==> config.mk <==
export PLATFORM = sky130hd
export DESIGN_NAME = wb_counter_ctrl_flat
export DESIGN_NICKNAME = d
export VERILOG_FILES = /design/src/rtl/wb_counter_ctrl_if.sv /design/src/rtl/wb_counter_ctrl.sv /design/src/flat_wrapper.sv
export SDC_FILE = /design/constraint.sdc
export NUM_CORES = 1
export LEC_CHECK = 0
export ABC_CLOCK_PERIOD_IN_PS = 4250
export CAP_MARGIN = 20
export CELL_PAD_IN_SITES_DETAIL_PLACEMENT = 1
export CELL_PAD_IN_SITES_GLOBAL_PLACEMENT = 2
export CORE_ASPECT_RATIO = 1.75
export CORE_MARGIN = 5
export CORE_UTILIZATION = 35
export CTS_CLUSTER_DIAMETER = 200
export CTS_CLUSTER_SIZE = 12
export DETAILED_ROUTE_END_ITERATION = 7
export PLACE_DENSITY = 0.82
export SYNTH_ARGS = -nofsm -noshare
export SYNTH_HDL_FRONTEND = slang
export SYNTH_SLANG_ARGS = --single-unit
==> constraint.sdc <==
create_clock -name WB_CLK -period 4.25 [get_ports WB_CLK]
set_input_delay 0.85 -clock WB_CLK [delete_from_list [all_inputs] [get_ports WB_CLK]]
set_output_delay 0.85 -clock WB_CLK [all_outputs]
set_load 0.01 [all_outputs]
==> src/rtl/wb_counter_ctrl_if.sv <==
// Wishbone slave bundle between the AHB-to-FPGA bridge and the counter controller.
interface wb_counter_ctrl_if #(
  parameter int ADDRWIDTH = 7,
  parameter int DATAWIDTH = 32
) ();

  logic [ADDRWIDTH-1:0] WBs_ADR;
  logic                 WBs_CYC;
  logic                 WBs_STB;
  logic                 WBs_WE;
  logic [3:0]           WBs_BYTE_STB;
  logic [DATAWIDTH-1:0] WBs_WR_DAT;
  logic [DATAWIDTH-1:0] WBs_RD_DAT;
  logic                 WBs_ACK;

  modport master (
    output WBs_ADR, WBs_CYC, WBs_STB, WBs_WE, WBs_BYTE_STB, WBs_WR_DAT,
    input  WBs_RD_DAT, WBs_ACK
  );

  modport slave (
    input  WBs_ADR, WBs_CYC, WBs_STB, WBs_WE, WBs_BYTE_STB, WBs_WR_DAT,
    output WBs_RD_DAT, WBs_ACK
  );

endinterface

==> src/rtl/wb_counter_ctrl.sv <==
// Wishbone-controlled sequencer for the 32-bit fabric counter: start/stop/clear
// commands, one-shot or periodic runs, sticky done/overflow/busy status flags.
// The byte-lane logic assumes DATAWIDTH = 32 (four byte strobes).
module wb_counter_ctrl #(
  parameter int                   ADDRWIDTH          = 7,
  parameter int                   DATAWIDTH          = 32,
  parameter logic [DATAWIDTH-1:0] DEFAULT_READ_VALUE = 32'hBAD_FAB_AC
) (
  input  logic                 WB_CLK,
  input  logic                 WB_RST,
  wb_counter_ctrl_if.slave     wb,
  output logic [DATAWIDTH-1:0] count,
  output logic                 cnt_run,
  output logic                 cnt_irq
);

  localparam logic [ADDRWIDTH-1:0] ADDR_CTRL   = ADDRWIDTH'(0);
  localparam logic [ADDRWIDTH-1:0] ADDR_LOAD   = ADDRWIDTH'(1);
  localparam logic [ADDRWIDTH-1:0] ADDR_LIMIT  = ADDRWIDTH'(2);
  localparam logic [ADDRWIDTH-1:0] ADDR_STATUS = ADDRWIDTH'(3);
  localparam logic [ADDRWIDTH-1:0] ADDR_COUNT  = ADDRWIDTH'(4);

  typedef enum logic [1:0] {
    IDLE = 2'd0,
    RUN  = 2'd1,
    DONE = 2'd2
  } state_e;

  state_e               state_q, state_d;
  logic [DATAWIDTH-1:0] count_q, count_d;
  logic [DATAWIDTH-1:0] load_q, load_d;
  logic [DATAWIDTH-1:0] limit_q, limit_d;
  logic [DATAWIDTH-1:0] rd_dat_q, rd_dat_d;
  logic                 mode_q, mode_d;
  logic                 irq_en_q, irq_en_d;
  logic                 done_q, done_d;
  logic                 ovf_q, ovf_d;
  logic                 err_q, err_d;
  logic                 ack_q, ack_d;
  logic                 run_q, run_d;
  logic                 irq_q, irq_d;

  logic                 req;
  logic                 wr;
  logic                 ctrl_wr;
  logic                 cmd_start;
  logic                 cmd_stop;
  logic                 cmd_clear;
  logic [3:0]           w1c;
  logic [DATAWIDTH-1:0] rd_mux;
  logic                 done_set;
  logic                 ovf_set;
  logic                 err_set;

  // A new request is only recognised when the previous one is not being acked,
  // which spaces back-to-back transfers to every other cycle.
  assign req       = wb.WBs_CYC & wb.WBs_STB & ~ack_q;
  assign wr        = req & wb.WBs_WE;
  assign ctrl_wr   = wr & (wb.WBs_ADR == ADDR_CTRL) & wb.WBs_BYTE_STB[0];
  assign cmd_start = ctrl_wr & wb.WBs_WR_DAT[0];
  assign cmd_stop  = ctrl_wr & wb.WBs_WR_DAT[1];
  assign cmd_clear = ctrl_wr & wb.WBs_WR_DAT[2];
  assign w1c       = (wr && (wb.WBs_ADR == ADDR_STATUS) && wb.WBs_BYTE_STB[0]) ?
                     wb.WBs_WR_DAT[3:0] : 4'b0000;

  function automatic logic [DATAWIDTH-1:0] merge_bytes(
    input logic [DATAWIDTH-1:0] old_val,
    input logic [DATAWIDTH-1:0] new_val,
    input logic [3:0]           be
  );
    logic [DATAWIDTH-1:0] res;
    res = old_val;
    for (int i = 0; i < 4; i++) begin
      if (be[i]) res[8*i +: 8] = new_val[8*i +: 8];
    end
    return res;
  endfunction

  // Read mux over the register values as they stand before the sampling edge.
  always_comb begin
    rd_mux = DEFAULT_READ_VALUE;
    case (wb.WBs_ADR)
      ADDR_CTRL: begin
        rd_mux    = '0;
        rd_mux[4] = mode_q;
        rd_mux[5] = irq_en_q;
      end
      ADDR_LOAD:  rd_mux = load_q;
      ADDR_LIMIT: rd_mux = limit_q;
      ADDR_STATUS: begin
        rd_mux    = '0;
        rd_mux[0] = (state_q == RUN);
        rd_mux[1] = done_q;
        rd_mux[2] = ovf_q;
        rd_mux[3] = err_q;
      end
      ADDR_COUNT: rd_mux = count_q;
      default:    rd_mux = DEFAULT_READ_VALUE;
    endcase
  end

  // Next-state logic: bus register writes, then counter sequencing with
  // CLEAR > STOP > START priority; hardware flag sets override same-edge W1C.
  always_comb begin
    state_d  = state_q;
    count_d  = count_q;
    load_d   = load_q;
    limit_d  = limit_q;
    mode_d   = mode_q;
    irq_en_d = irq_en_q;
    done_set = 1'b0;
    ovf_set  = 1'b0;
    err_set  = 1'b0;
    ack_d    = req;
    rd_dat_d = req ? rd_mux : rd_dat_q;

    if (ctrl_wr) begin
      mode_d   = wb.WBs_WR_DAT[4];
      irq_en_d = wb.WBs_WR_DAT[5];
    end
    if (wr && (wb.WBs_ADR == ADDR_LOAD)) begin
      load_d = merge_bytes(load_q, wb.WBs_WR_DAT, wb.WBs_BYTE_STB);
    end
    if (wr && (wb.WBs_ADR == ADDR_LIMIT)) begin
      limit_d = merge_bytes(limit_q, wb.WBs_WR_DAT, wb.WBs_BYTE_STB);
    end

    if (cmd_clear) begin
      state_d = IDLE;
      count_d = '0;
    end else if (cmd_stop) begin
      if (state_q == RUN) state_d = IDLE;
    end else if (cmd_start && (state_q != RUN)) begin
      state_d = RUN;
      count_d = load_q;
    end else if (state_q == RUN) begin
      if (cmd_start) err_set = 1'b1;
      if (count_q == limit_q) begin
        done_set = 1'b1;
        if (mode_q) count_d = load_q;
        else        state_d = DONE;
      end else begin
        count_d = count_q + 1'b1;
        if (&count_q) ovf_set = 1'b1;
      end
    end

    done_d = (done_q & ~w1c[1]) | done_set;
    ovf_d  = (ovf_q  & ~w1c[2]) | ovf_set;
    err_d  = (err_q  & ~w1c[3]) | err_set;
    run_d  = (state_d == RUN);
    irq_d  = done_d & irq_en_d;
  end

  // All state, including the registered outputs, updates here with synchronous reset.
  always_ff @(posedge WB_CLK) begin
    if (WB_RST) begin
      state_q  <= IDLE;
      count_q  <= '0;
      load_q   <= '0;
      limit_q  <= '1;
      rd_dat_q <= '0;
      mode_q   <= 1'b0;
      irq_en_q <= 1'b0;
      done_q   <= 1'b0;
      ovf_q    <= 1'b0;
      err_q    <= 1'b0;
      ack_q    <= 1'b0;
      run_q    <= 1'b0;
      irq_q    <= 1'b0;
    end else begin
      state_q  <= state_d;
      count_q  <= count_d;
      load_q   <= load_d;
      limit_q  <= limit_d;
      rd_dat_q <= rd_dat_d;
      mode_q   <= mode_d;
      irq_en_q <= irq_en_d;
      done_q   <= done_d;
      ovf_q    <= ovf_d;
      err_q    <= err_d;
      ack_q    <= ack_d;
      run_q    <= run_d;
      irq_q    <= irq_d;
    end
  end

  assign wb.WBs_ACK    = ack_q;
  assign wb.WBs_RD_DAT = rd_dat_q;
  assign count         = count_q;
  assign cnt_run       = run_q;
  assign cnt_irq       = irq_q;

endmodule

==> src/flat_wrapper.sv <==
// flat-port wrapper written by rule: the top's interface ports become plain ports
module wb_counter_ctrl_flat 
#(
  parameter int                   ADDRWIDTH          = 7,
  parameter int                   DATAWIDTH          = 32,
  parameter logic [DATAWIDTH-1:0] DEFAULT_READ_VALUE = 32'hBAD_FAB_AC
)
  (WB_CLK, WB_RST, count, cnt_run, cnt_irq, wb_WBs_ADR, wb_WBs_CYC, wb_WBs_STB, wb_WBs_WE, wb_WBs_BYTE_STB, wb_WBs_WR_DAT, wb_WBs_RD_DAT, wb_WBs_ACK);
  wb_counter_ctrl_if #(.ADDRWIDTH(ADDRWIDTH), .DATAWIDTH(DATAWIDTH)) wb_i ();
  input  logic WB_CLK;
  input  logic WB_RST;
  output logic [DATAWIDTH-1:0] count;
  output logic cnt_run;
  output logic cnt_irq;
  input wire logic [$bits(wb_i.WBs_ADR)-1:0] wb_WBs_ADR;
  input wire logic [$bits(wb_i.WBs_CYC)-1:0] wb_WBs_CYC;
  input wire logic [$bits(wb_i.WBs_STB)-1:0] wb_WBs_STB;
  input wire logic [$bits(wb_i.WBs_WE)-1:0] wb_WBs_WE;
  input wire logic [$bits(wb_i.WBs_BYTE_STB)-1:0] wb_WBs_BYTE_STB;
  input wire logic [$bits(wb_i.WBs_WR_DAT)-1:0] wb_WBs_WR_DAT;
  output wire logic [$bits(wb_i.WBs_RD_DAT)-1:0] wb_WBs_RD_DAT;
  output wire logic [$bits(wb_i.WBs_ACK)-1:0] wb_WBs_ACK;
  assign wb_i.WBs_ADR = wb_WBs_ADR;
  assign wb_i.WBs_CYC = wb_WBs_CYC;
  assign wb_i.WBs_STB = wb_WBs_STB;
  assign wb_i.WBs_WE = wb_WBs_WE;
  assign wb_i.WBs_BYTE_STB = wb_WBs_BYTE_STB;
  assign wb_i.WBs_WR_DAT = wb_WBs_WR_DAT;
  assign wb_WBs_RD_DAT = wb_i.WBs_RD_DAT;
  assign wb_WBs_ACK = wb_i.WBs_ACK;
  wb_counter_ctrl #(.ADDRWIDTH(ADDRWIDTH), .DATAWIDTH(DATAWIDTH), .DEFAULT_READ_VALUE(DEFAULT_READ_VALUE)) u_core (.WB_CLK(WB_CLK), .WB_RST(WB_RST), .wb(wb_i), .count(count), .cnt_run(cnt_run), .cnt_irq(cnt_irq));
endmodule
* Yosys cells after proc, flatten, opt, wreduce, memory -nomap -nowiden
Index checks and enable logic that the tools add are counted.
** Word-level totals
- Word-level logic and storage cells :: 97
- Register bits :: 138
** Operators by class
- Multiplexer cells :: 30
- $add $sub $neg :: 1
- Eq/ne operators :: 9
- Reductions and logical operators :: 18
- Bitwise operators :: 20
** Operators with widths (number)
- $pmux 32 s5 :: 1
- $mux 32 :: 4
- $add 32x1->32 const B :: 1
- $eq 32x32->1 :: 1
- $reduce_and 32->1 :: 1
- $mux 1 :: 17
- $reduce_and 2->1 :: 8
- $eq 7x2->1 const B :: 2
- $mux 2 :: 7
- $and 1x1->1 :: 12
- $eq 7x1->1 const B :: 1
- $eq 7x3->1 const B :: 1
- $logic_not 7->1 :: 1
- $logic_and 1x1->1 :: 5
- $not 1->1 :: 5
- $eq 2x1->1 const B :: 2
- $mux 4 :: 1
- $ne 3x1->1 const B :: 1
- $or 1x1->1 :: 3
- $reduce_and 3->1 :: 1
- $ne 2x1->1 const B :: 1
- $reduce_bool 2->1 :: 1
- $reduce_or 2->1 :: 1

* Logic depth before layout (Yosys ltp)
Gate-level depths: netlist of run 1.
- Depth in word-level cells :: 12
- Mapped depth :: 11

* Worst setup path before layout of run 1
OpenSTA, ideal clock, no wires.
- Path kind :: input -> register
- From :: input port wb_WBs_ADR[5]
- To :: register u_core.count_q[2] (netlist: u_core.count[2])
- Cell stages on the path :: 8
- Data required time :: 4133 ps
- Slack :: 1537 ps
- Data arrival time :: 2596 ps
- Cells stage by stage :: or4_4 nor4_4 nor2_2 a21oi_2 o31a_4 buf_12 o21ai_1 a32o_1
** Between the ends
- Cells in the longest elaborated chain, start to end :: 7
** Ends and longest elaborated chain
- from (decl) :: line flat_wrapper.sv:15 : input wire logic [$bits(wb_i.WBs_ADR)-1:0] wb_WBs_ADR;
- $logic_not 7->1 (*) :: line wb_counter_ctrl.sv:59 : assign ctrl_wr = wr & (wb.WBs_ADR == ADDR_CTRL) & wb.WBs_BYTE_STB[0];
- $and 1x1->1 (*) (2 in a row) :: line wb_counter_ctrl.sv:59
- $and 1x1->1 :: line wb_counter_ctrl.sv:60 : assign cmd_start = ctrl_wr & wb.WBs_WR_DAT[0];
- $logic_and 1x1->1 :: line wb_counter_ctrl.sv:133 : end else if (cmd_start && (state_q != RUN)) begin
- $ne 3x1->1 (no source line) or $reduce_bool 2->1 (tied branches)
- $reduce_and 3->1 (no source line)
- to (signal assigned) :: line wb_counter_ctrl.sv:173 : count_q <= count_d;
- to (decl) :: line wb_counter_ctrl.sv:30 : logic [DATAWIDTH-1:0] count_q, count_d;
Mark *: on every way between the ends. The rest lies on a longest branch, timed or not.
A chain may end at the register's enable or synchronous reset.

* Worst setup path in the final report of run 1
- From :: register u_core.count_q[5] (netlist: u_core.count[5])
- To :: register u_core.count_q[28] (netlist: u_core.count[28])
** Between the ends
- Cells in the longest elaborated chain, start to end :: 4
** Ends and longest elaborated chain
- $add 32x1->32 or $eq 32x32->1 (tied branches) :: line wb_counter_ctrl.sv:143, wb_counter_ctrl.sv:138
- $mux 32 :: line wb_counter_ctrl.sv:138 : if (count_q == limit_q) begin
- $mux 32 :: line wb_counter_ctrl.sv:136 : end else if (state_q == RUN) begin
- $mux 32 :: line wb_counter_ctrl.sv:133
Parallel ways exist; a longest one is shown, timed or not. The select of a mux whose other input is x is not followed.

==> results of run 1 <==
-- layer usage --
layer  GRT usage (%)  vias up  share of wire, %
li1                -     3094                 -
met1           26.18     3324                38
met2           41.86      215                53
met3           3.902       55               4.9
met4           11.82        0               4.6
met5               0        -                 0
-- stage by stage --
| stage | cells | worst slack (ns) | total power [mW] |
|---|---|---|---|
| 2_1_floorplan | 792 | 1.537 | 1.406 |
| 3_3_place_gp | 1108 | 0.7045 | 1.509 |
| 3_5_place_dp | 1108 | 0.6390 | 1.513 |
| 4_1_cts | 1137 | 0.8708 | 2.856 |
| 5_1_grt | 1137 | 0.7594 | 2.927 |
| 6_report | 1137 | 0.8882 | 2.824 |
-- sequential cells by signal (all words and copies together) (netlist names) --
signal                cells
u_core.count             32
u_core.limit_q           32
u_core.load_q            32
u_core.wb.WBs_RD_DAT     32
u_core.state_q            2
u_core.cnt_irq            1
u_core.cnt_run            1
u_core.done_q             1
u_core.err_q              1
u_core.irq_en_q           1
u_core.mode_q             1
u_core.ovf_q              1
u_core.wb.WBs_ACK         1
-- logic make-up after synthesis --
kind of cell,count (synthesis),synth area share [%]
AO/OA/AOI/OAI,223,23.41
XOR/XNOR,32,4.018
adder cells (fa/ha/maj),1,0.1793
buffers and inverters,71,5.596
flip-flops,138,39.61
multiplexers,47,6.762
AND/OR/NAND/NOR,280,20.43
-- synth_stat cells (25+ instances only) --
master	count
dfxtp_1	138
nor2_1	92
nand2_1	60
a21oi_1	47
mux2i_1	46
nor2b_1	35
a211o_1	33
xnor2_1	32
a222oi_1	31
clkbuf_1	26
buf_2	25
o21ai_0	25
-- final cells by class --
type                       instances  share of cell area (%)
clock inverter                     3                  0.1712
clock buffer                      26                   5.691
sequential                       138                   31.49
multi-input combinational        583                   43.89
inverter                           6                  0.2567
timing repair buffer             136                   15.00
tap                              245                   3.495
-- path summary, 6_finish.rpt --
kind | to | slack [ns] | start | cells past startpoint
worst min-delay path | u_core.ovf_q$_SDFF_PP0_ | 0.45 | u_core.ovf_q$_SDFF_PP0_ | 2
worst min register to register | u_core.ovf_q$_SDFF_PP0_ | 0.45 | u_core.ovf_q$_SDFF_PP0_ | 2
worst max register to register | u_core.count[28]$_SDFFE_PP0P_ | 0.89 | u_core.count[5]$_SDFFE_PP0P_ | 7
worst max-delay path | u_core.count[28]$_SDFFE_PP0P_ | 0.89 | u_core.count[5]$_SDFFE_PP0P_ | 7
-- cell usage in the layout (no fill, tap or decap), types with 23 or more instances in the layout --
cell type        count
a211o_1             33
a21oi_1             46
a222oi_1            31
clkdlybuf4s50_1    113
dfxtp_1            138
mux2i_1             46
nand2_1             60
nand3_1             23
nor2_1              90
nor2b_1             35
o21ai_0             24
xnor2_1             32
-- power by group --
group / internal, mW / total [mW] / switching, mW
Clock: 0.794 / 1.34 / 0.547
Sequential: 1.31 / 1.32 / 0.00818
Combinational: 0.0816 / 0.165 / 0.0838
-- worst min-delay path: stages, from the launching register on --
cell and delay (ns):
dfxtp_1 0.31, nand2_1 0.05, a21oi_1 0.05
==> metrics.cfg, run 1 <==
[timing]
hold_viol_final=0
period_minus_slack_ns=3.362
tightestPinTransition_ns=1.000
post-route-period-util_pct=79.10
setup_viol=0
fin_tns_setup_ns=0
fmax_mhz=297.5
slew_headroom_pct=33.31
rsz0062_at_grt=false
whs_ns=0.4535
clock_skew_ns=0.008298
slew_violations=0

[die]
coreArea_mm2=0.01965
die_w_um=116.7
die_y_um=196.8
rows=68
start_util_pct=35.49
io_pins=115
die-area_mm2=0.02296

[grt]
grt_max_degree=62
track_usage_pct=23.45
antenna_found_initial=0
grt_pass1_wl_um=40770
grt_pass1_vias=7079
overflow=0

[cts]
htreeDepth=4
cts_resized=0
cts_sinks=138
cts_tree=built
post-cts-setup-buffers=0
cts_max_path_buffers=2
worstSkewPairLatency_ns=0.43
clockRootBuffer=clkbuf_16
hold_buffers=0
cts_buffers=17
cts.clk_slew.worst_paths_ns=0.06

[cells_and_area]
stdcell_area_mm2=0.008772
multiInputGateArea_mm2=0.003850
final_layout_size_suffix_gt1_share_pct=9.081
area_growth_pct=25.76
nets=931
postLayoutCoreUtil_pct=44.63
ff_latch_area_mm2=0.002763
antenna_cells=0
fillers=2295

[detailed_routing]
drc=0
vias=6688
wl_per_cell_um=23.21
viasPerCell=5.882
finalWirelength_um=26390
drt_iter0_markers=509
drt-pass1-iter-count=6
ant_nets=0

[worst_setup_path]
cpMaxStageDelayCell=o31ai_4
startpoint_type=flip-flop
slowest_delay_ns=0.97
arrival_ns=3.68
required_ns=4.57
end_kind=flip-flop
crit_fanout=20
path_buf_inv=0
crit_type=flip-flop to flip-flop
crit_chain=xnor2_1 -> nand4_1 -> nor4_1 -> nand2_1 -> o31ai_4 -> a21oi_1 -> o21a_1
crit_family=compound AO/OA/AOI/OAI gates

[logic_synthesis]
ys.flop_type=dfxtp_1
synth_fp_nets=841
yosys_warnings=0
synth_cell_types=69
synthCells=792
synth_area_leaders=dfxtp_1, mux2i_1, nor2_1
synth_area_leader_cell=dfxtp_1
synth-seq-area-share_pct=39.61
synthArstFlopShare_pct=0
syn_area_mm2=0.006975
syn_avg_cell_area_um2=8.807
synth-edff-count=0
synth_top_area_share_pct=39.61
synth.ff_latch_count=138

[placement]
place_hpwl_um=19410
routabilityCongestion=0.8549
post_dp_cell_area_mm2=0.008258
port_buffers=114

[power_and_ir_drop]
p_per_area_mw_per_mm2=322.0
ir_drop_uv=195.9
leakage_nw=2.921

[status]
status=finished, final reports clean

[job]
maxCapViolCount=0

[hold_path]
hold_path_class=flip-flop to flip-flop

No activity file was read; power rests on OpenSTA's default activity.
==> run 2, diff against run 1 <==
- ABC_CLOCK_PERIOD_IN_PS: 4250 -> 3190
- CORE_UTILIZATION: 35 -> 32
- PLACE_DENSITY: 0.82 -> 0.75
- clock period: 4.25 -> 3.19 ns (I/O delays scaled with it)
==> run 2 against run 1 <==
Against the previous run:
- total power grew 45%
- critical path depth grew 2
- routed wire length grew 7.4%
- clock power grew 57%
- flip-flop and latch count is the same
- clock-buffer cell count shrank 8
- critical path type is now input port to flip-flop
- critical endpoint is now u_core.count[7]$_SDFFE_PP0P_
- largest cell class unchanged
==> metrics.cfg, run 2 (synthesized netlist as in run 1, its figures left out) <==
[status]
status=finished, final reports clean

[cts]
clockRootBuffer=clkbuf_16
hold_buffers=0
cts_resized=0
cts_buffers=17
cts.clk_slew.worst_paths_ns=0.06
post-cts-setup-buffers=0
cts_tree=built
cts_max_path_buffers=2
cts_sinks=138
worstSkewPairLatency_ns=0.43
htreeDepth=4

[cells_and_area]
area_growth_pct=33.88
final_layout_size_suffix_gt1_share_pct=13.89
nets=973
antenna_cells=0
fillers=2513
mostFrequentLayoutCells=dfxtp_1, clkdlybuf4s50_1, nor2_1, nand2_1, buf_4
final_common_cell=dfxtp_1
stdcell_area_mm2=0.009339

[worst_setup_path]
crit_type=input port to flip-flop
crit_fanout=12
startpoint_type=input port
end_kind=flip-flop
arrival_ns=3.11
r2r_slack_ns=0.47
required_ns=3.54

[detailed_routing]
ant_nets=0
drt_iter0_markers=398
wl_per_cell_um=23.07
vias=6831
viasPerCell=5.563
finalWirelength_um=28330
drt-pass1-iter-count=8
drc=0

[timing]
clock_skew_ns=0.01101
slew_headroom_pct=38.96
whs_ns=0.4582
post-route-period-util_pct=86.69
tightestPinTransition_ns=0.9096
slew_violations=0
worst_slack_ns=0.4245
rsz0062_at_grt=false
fin_tns_setup_ns=0
setup_viol=0
period_minus_slack_ns=2.765
fmax_mhz=361.6
hold_viol_final=0

[power_and_ir_drop]
p_per_area_mw_per_mm2=437.2
p_total_mw=4.083
ir_drop_uv=335.6
leakage_nw=3.214

[grt]
track_usage_pct=23.05
overflow=0
grt_pass1_vias=7439
antenna_found_initial=0
grt_pass1_wl_um=43680
grt_max_degree=63

[placement]
place_hpwl_um=21160
dp_slack_ns=0.005292
port_buffers=114
routabilityCongestion=0.9099
post_dp_cell_area_mm2=0.008723

[die]
coreArea_mm2=0.02150
start_util_pct=32.45
rows=71
die-area_mm2=0.02497
io_pins=115
die_y_um=205.3
die_w_um=121.6

[hold_path]
hold_path_class=flip-flop to flip-flop

[job]
maxCapViolCount=0

==> run 2: layout make-up <==
class                   instances  area, um2  share of cell area, %
clock inverters                13      176.4                  1.889
repair buffers                178       1732                  18.54
clock buffers                  18      439.2                  4.703
inverters                       6      22.52                 0.2412
well taps                     292      365.4                  3.912
flip-flops and latches        138       2763                  29.58
multi-input cells             583       3841                  41.13
==> run 2: metrics by stage <==
| step | std cells | utilization [%] |
|---|---|---|
| 2_1_floorplan | 792 | - |
| 3_3_place_gp | 1197 | 40.58 |
| 3_5_place_dp | 1197 | 40.58 |
| 4_1_cts | 1228 | 43.44 |
| 5_1_grt | 1228 | 43.44 |
| 6_report | 1228 | 43.44 |
==> run 2: layer usage <==
metal | part of all wire, % | wire (um) | vias to the layer above | global-route usage (%)
li1 | - | - | 3172 | -
met1 | 38 | 10770 | 3419 | 25.50
met2 | 55 | 15540 | 191 | 43.17
met3 | 4.0 | 1139 | 49 | 3.630
met4 | 3.1 | 879 | 0 | 9.255
met5 | 0 | 0 | - | 0
==> run 2: final timing paths <==
kind	start	to	cells after the start
setup / recovery	wb_WBs_ADR[5]	u_core.count[7]$_SDFFE_PP0P_	9
hold / removal	u_core.wb.WBs_RD_DAT[1]$_SDFFE_PP0N_	u_core.wb.WBs_RD_DAT[1]$_SDFFE_PP0N_	2
setup reg to reg	u_core.limit_q[3]$_SDFFE_PP1P_	u_core.count[22]$_SDFFE_PP0P_	8
hold reg to reg	u_core.wb.WBs_RD_DAT[1]$_SDFFE_PP0N_	u_core.wb.WBs_RD_DAT[1]$_SDFFE_PP0N_	2
==> run 2: worst max-delay path, stage by stage <==
cell	delay, ns
clkdlybuf4s50_1	0.40
or4_4	0.60
nor4_4	0.39
nor2_2	0.06
a21oi_2	0.21
o31a_4	0.32
nand2_4	0.14
buf_12	0.18
o22ai_1	0.16
==> run 2: report_power, final <==
group	internal, mW	switching [mW]	total [mW]	leakage (nW)
registers	1.74	0.0105	1.75	1.12
logic	0.113	0.115	0.229	1.80
clock network	1.32	0.784	2.10	0.297
